$ cat config.mk
export PLATFORM = sky130hd
export DESIGN_NAME = cond_exec_unit
export DESIGN_NICKNAME = d
export VERILOG_FILES = /design/src/rtl/cond_exec_unit.sv
export SDC_FILE = /design/constraint.sdc
export NUM_CORES = 1
export LEC_CHECK = 0
export CAP_MARGIN = 25
export CORE_ASPECT_RATIO = 0.6
export CORE_MARGIN = 1.5
export CORE_UTILIZATION = 52
export DETAILED_ROUTE_END_ITERATION = 8
export PLACE_DENSITY = 0.86
export SKIP_CTS_REPAIR_TIMING = 1
export SYNTH_ARGS = -nofsm -noshare
export SYNTH_HDL_FRONTEND = slang
export SYNTH_SLANG_ARGS = --single-unit
export TNS_END_PERCENT = 5
$ cat constraint.sdc
create_clock -name clk -period 5.3 [get_ports clk]
set_input_delay 0.53 -clock clk [delete_from_list [all_inputs] [get_ports clk]]
set_output_delay 0.53 -clock clk [all_outputs]
set_load 0.03 [all_outputs]
$ cat src/rtl/cond_exec_unit.sv
// Per-lane NZCV flag registers with condition evaluation; flags commit only on passing lanes.
// Results are registered one cycle after accept; stall holds every register, flush drops the slot.
module cond_exec_unit #(
    parameter int NUM_LANES = 4,
    parameter int COND_MODE = 1,
    parameter int CNT_W     = 16
) (
    input  logic                   clk,
    input  logic                   rst,
    input  logic                   valid_i,
    input  logic                   stall_i,
    input  logic                   flush_i,
    input  logic [3:0]             cond_i,
    input  logic [1:0]             flag_we_i,
    input  logic [4*NUM_LANES-1:0] flags_i,
    output logic [NUM_LANES-1:0]   cond_ex_o,
    output logic                   valid_o,
    output logic [4*NUM_LANES-1:0] flags_o,
    output logic [CNT_W-1:0]       exec_cnt_o,
    output logic [CNT_W-1:0]       squash_cnt_o
);

    logic                   accept;
    logic [3:0]             cond;
    logic [NUM_LANES-1:0]   pass;
    logic [4*NUM_LANES-1:0] flags_nxt;

    // Odd codes invert the base test of their pair, except 1111 which is always true.
    function automatic logic lane_pass(input logic [3:0] c, input logic [3:0] f);
        logic n, z, cf, v, base;
        n  = f[3];
        z  = f[2];
        cf = f[1];
        v  = f[0];
        case (c[3:1])
            3'd0:    base = z;
            3'd1:    base = cf;
            3'd2:    base = n;
            3'd3:    base = v;
            3'd4:    base = cf & ~z;
            3'd5:    base = ~(n ^ v);
            3'd6:    base = ~z & ~(n ^ v);
            default: base = 1'b1;
        endcase
        return (c[3:1] == 3'd7) ? 1'b1 : (base ^ c[0]);
    endfunction

    assign accept = valid_i & ~stall_i & ~flush_i;

    // Legacy 3-bit codes are translated onto the equivalent full encoding.
    always_comb begin
        cond = cond_i;
        if (COND_MODE == 0) begin
            case (cond_i[2:0])
                3'b011:  cond = 4'b0000;
                3'b100:  cond = 4'b0001;
                3'b101:  cond = 4'b1100;
                3'b110:  cond = 4'b1011;
                default: cond = 4'b1110;
            endcase
        end
    end

    always_comb begin
        pass      = '0;
        flags_nxt = flags_o;
        for (int k = 0; k < NUM_LANES; k++) begin
            pass[k] = lane_pass(cond, flags_o[4*k +: 4]);
            if (pass[k]) begin
                if (flag_we_i[1]) flags_nxt[4*k+2 +: 2] = flags_i[4*k+2 +: 2];
                if (flag_we_i[0]) flags_nxt[4*k   +: 2] = flags_i[4*k   +: 2];
            end
        end
    end

    always_ff @(posedge clk or posedge rst) begin
        if (rst) begin
            cond_ex_o    <= '0;
            valid_o      <= 1'b0;
            flags_o      <= '0;
            exec_cnt_o   <= '0;
            squash_cnt_o <= '0;
        end else if (flush_i) begin
            cond_ex_o <= '0;
            valid_o   <= 1'b0;
        end else if (stall_i) begin
            valid_o <= valid_o;
        end else if (accept) begin
            cond_ex_o <= pass;
            valid_o   <= 1'b1;
            flags_o   <= flags_nxt;
            if (pass[0]) begin
                if (exec_cnt_o != {CNT_W{1'b1}}) exec_cnt_o <= exec_cnt_o + CNT_W'(1);
            end else begin
                if (squash_cnt_o != {CNT_W{1'b1}}) squash_cnt_o <= squash_cnt_o + CNT_W'(1);
            end
        end else begin
            cond_ex_o <= '0;
            valid_o   <= 1'b0;
        end
    end

endmodule

== Yosys cells after proc, flatten, opt, wreduce, memory -nomap -nowiden ==
Index checks and enable logic that the tools add are counted.
Word-level totals
  register bits after elaboration: 53
  bits of input ports: 27
  output and inout bits: 53
  word-level logic and storage cells: 78
Cells by class
  add/sub/neg operators: 2
  eq/ne operators: 10
  multiplexer cells: 14
  bitwise gates (word level): 29
  reductions and logical operators: 11
Operators by type and width (number)
  $reduce_and 5->1: 10
  $add 16x1->16 const B: 2
  $ne 16x16->1 const B: 2
  $pmux 1 s7: 4
  $eq 3x3->1 const B: 4
  $mux 4: 3
  $not 1->1: 11
  $and 1x1->1: 10
  $xor 1x1->1: 8
  $mux 1: 7
  $eq 3x2->1 const B: 2
  $eq 3x1->1 const B: 1
  $logic_not 3->1: 1
  $ne 2x1->1 const B: 1

== Depth between registers and ports, before layout ==
  word-level depth: 9
  gate-level depth with buffers: 8
  depth with buffers taken out: 7

== Worst setup path after synthesis ==
OpenSTA, ideal clock, no wires.
  path kind: input to register
  start: input cond_i[2]
  end: register exec_cnt_o[1]
  setup time: 0.125 ns
  data arrival time: 2.534 ns
  setup slack: 2.641 ns
  stages on the path: 7
  buffers on the path: 1
  cells stage by stage: buf_6 > mux2_4 > a32o_1 > a311oi_4 > mux2_2 > nor3_1 > mux2_2
Between the ends
  cells in the longest elaborated chain, start to end: 5
Ends and longest elaborated chain
  start: declaration: RTL line 13  | input logic [3:0] cond_i,
  $eq 3x3->1 (tied with other cells): RTL line 35  | case (c[3:1])
  $pmux 1 s7: RTL line 35
  $xor 1x1->1: RTL line 45  | return (c[3:1] == 3'd7) ? 1'b1 : (base ^ c[0]);
  $mux 1 *: RTL line 45
  $reduce_and 5->1 (no line) *
  end signal: assignment: RTL line 93  | if (exec_cnt_o != {CNT_W{1'b1}}) exec_cnt_o <= exec_cnt_o + CNT_W'(1);
  end: declaration: RTL line 19  | output logic [CNT_W-1:0] exec_cnt_o,
Every way passes the cells marked *; elsewhere a longest branch is shown, timed or not.
A chain may end at the register's enable or synchronous reset.

== Worst setup path after layout ==
  start: input cond_i[2]
  end: register flags_o[1]
Between the ends
  cells in the longest elaborated chain, start to end: 5
Ends and longest elaborated chain
  $eq 3x3->1 (tied with other cells): RTL line 35
  $pmux 1 s7: RTL line 35
  $xor 1x1->1: RTL line 45
  $mux 1 *: RTL line 45
  $reduce_and 5->1 (no line) *
  end signal: assignment: RTL line 91  | flags_o <= flags_nxt;
  end: declaration: RTL line 18  | output logic [4*NUM_LANES-1:0] flags_o,
Marked as above.

==> out/qor.csv <==
metric,value,unit
later-pin clock latency in the skew report,0.30,ns
global route overflow,0,
yosys warns,0,
deepest clock path buffer count,2,
CP required,5.49,ns
Inserted Diodes,0,
post-synth top area share,0.4597,
minimum clock period,3.713,ns
Port Buf Inserts,79,
post-route ant nets,0,
Final Hold Viols,0,
Synth top cells by count,"dfrtp_1 (53), mux2_2 (22), xor2_1 (19)",
die width,99.17,um
drt pass-1 iters,4,
TritonCTS buffer count,5,
clock transition at the registers of the reported paths,0.09,ns
Wirelength per Cell,16.66,um
Vias/cell,5.785,
syn_area_per_cell,10.69,um2
Main synth FF type,dfrtp_1,
Startpoint Class,input port,
min-delay worst type,flop to flop,
Slew @ Worst Pin,0.9945,ns
DPL Wire Length,5268,um
Synth Register Bits,53,
die area,0.006019,mm2
Ports,80,
startpoint of the worst hold path,exec_cnt_o[9],
number of global-route vias before repair,2284,
VDD IR max,0.2720,mV
Routed WL,6896,um
largest net degree at the start of global routing,29,
routability-driven placement congestion ratio,0.9146,
Netlist cell types,42,
Post-synth EDFFs,0,
fin. max-slew vios,0,
CTS tree,built,
final period utilization,0.7005,
num rows,20,
Synth area leaders,"dfrtp_1 (46%), mux2_2 (8.6%), xor2_1 (5.8%)",
Mapped Cells,270,
H-tree depth,2,
status,"complete, no violations",
asr flop ratio synth,1.000,
leak pwr,1.622,nW
max-cap violation count,0,
via count,2395,
Setup TNS Final,0,ns
# setup viols final,0,
Clock Sinks,53,
RSZ-0062 raised after global routing,no,
Synth Net Count,299,
Fmax achieved,0.2694,GHz
DRC viols,0,
DRT iter0 DRCs,174,
most frequent cell after synthesis,dfrtp_1,
initial antenna violation count,0,
worst reg2reg path startpoint,flags_o[3],
Layout Skew,0.007095,ns
Yosys top cell by area,dfrtp_1,
first-pass GRT wire length,11390,um
WS Path Type,input port to flop,
effective utilization at floorplan,0.5543,
Post-Syn Area,0.002885,mm2
total track usage,0.2492,
Rel. slew slack,0.3180,
root buffer cell,clkbuf_8,
area growth from synthesis to final layout,32.22,%
Die H,60.70,um
core box area,0.005205,mm2
CP Max Fanout,17,
overall power,1.366,mW
nets@finish,377,
PwrDens,358.2,mW/mm2
arrival time at the worst endpoint,3.90,ns
CP startpoint,cond_i[2],
register area share after synthesis,0.4597,
crit path capture type,flop,
share of cells above drive strength 1,0.1178,
-- registers in the layout (all words and copies together), names as in the netlist --
| name | count |
|---|---|
| flags_o | 16 |
| exec_cnt_o | 16 |
| squash_cnt_o | 16 |
| cond_ex_o | 4 |
| valid_o | 1 |
-- final timing paths --
kind                       slack, ns            end  cells past startpoint
max reg2reg                     2.31     flags_o[1]                      6
max                             1.59     flags_o[1]                      7
min reg2reg                     0.50  exec_cnt_o[9]                      1
max in group asynchronous       4.17  exec_cnt_o[3]                      3
min in group asynchronous       0.60     flags_o[4]                      2
min                             0.50  exec_cnt_o[9]                      1
-- routing by layer --
metal,GRT usage,vias to the layer above,wire (um)
met5,0,-,0
li1,-,1130,-
met3,0.06221,5,547
met4,0.07243,0,46
met2,0.3586,92,2887
met1,0.3770,1168,3415
-- layout make-up --
type,count,area [um2]
Fill cell,381,1390
Timing Repair Buffer,80,810.8
Tap cell,66,82.58
Clock buffer,7,86.33
Multi-Input combinational cell,199,1475
Inverter,9,33.78
Sequential cell,53,1326
-- where the power goes --
| part | internal [mW] | switching (mW) |
|---|---|---|
| clock network | 0.104 | 0.123 |
| registers | 0.479 | 0.102 |
| logic | 0.258 | 0.300 |
| total | 0.841 | 0.525 |
-- through the flow --
step                      std cells  utilization  hold slack, ns  area [um2]  worst slack [ns]
after global routing            414       0.7329          0.5352        3815             1.409
final                           414       0.7329          0.4952        3815             1.587
after detailed placement        407       0.7163          0.4836        3729             1.347
after global placement          406       0.7125          0.4784        3709             1.519
after CTS                       414       0.7329          0.4956        3815             1.620
after floorplan                 270            -          0.5964        2885             2.641
-- cell families (layout without fill, tap and decap cells) --
family          count (synthesis)  after routing  synth area share
compound gates                 26             26           0.07373
xor+xnor                       32             32           0.09714
fa+ha+maj                       2              2          0.008672
buf+inv                        18             96           0.02905
flops                          53             53            0.4597
mux                            29             29            0.1167
simple gates                  110            110            0.2151
-- cells in the final DEF (no fill, tap or decap), types with 2 or more instances in the layout --
cell type / instances
ha_1: 2
xnor2_1: 13
nand2_1: 17
nor2b_1: 5
mux2_2: 22
nand4_1: 15
nand2b_1: 3
a22oi_1: 7
nor3b_1: 3
and4_1: 2
dfrtp_1: 53
clkbuf_8: 6
nor2_1: 17
a21oi_1: 4
o32ai_1: 3
xor2_1: 19
mux2i_1: 4
nor3_2: 5
nor3_1: 18
clkdlybuf4s50_1: 79
o21a_1: 3
inv_1: 8
nor4_1: 4
o31ai_1: 3
nand3_1: 10
and3_1: 6
-- worst max-delay path, cell delays in order --
cell and delay, ns:
clkdlybuf4s50_1 0.88, mux2_4 0.35, a32o_1 0.23, a311oi_4 0.40, mux2i_1 0.88, nand3_1 0.28, mux2_2 0.35
Note: power is estimated with default switching activity, not from simulation.
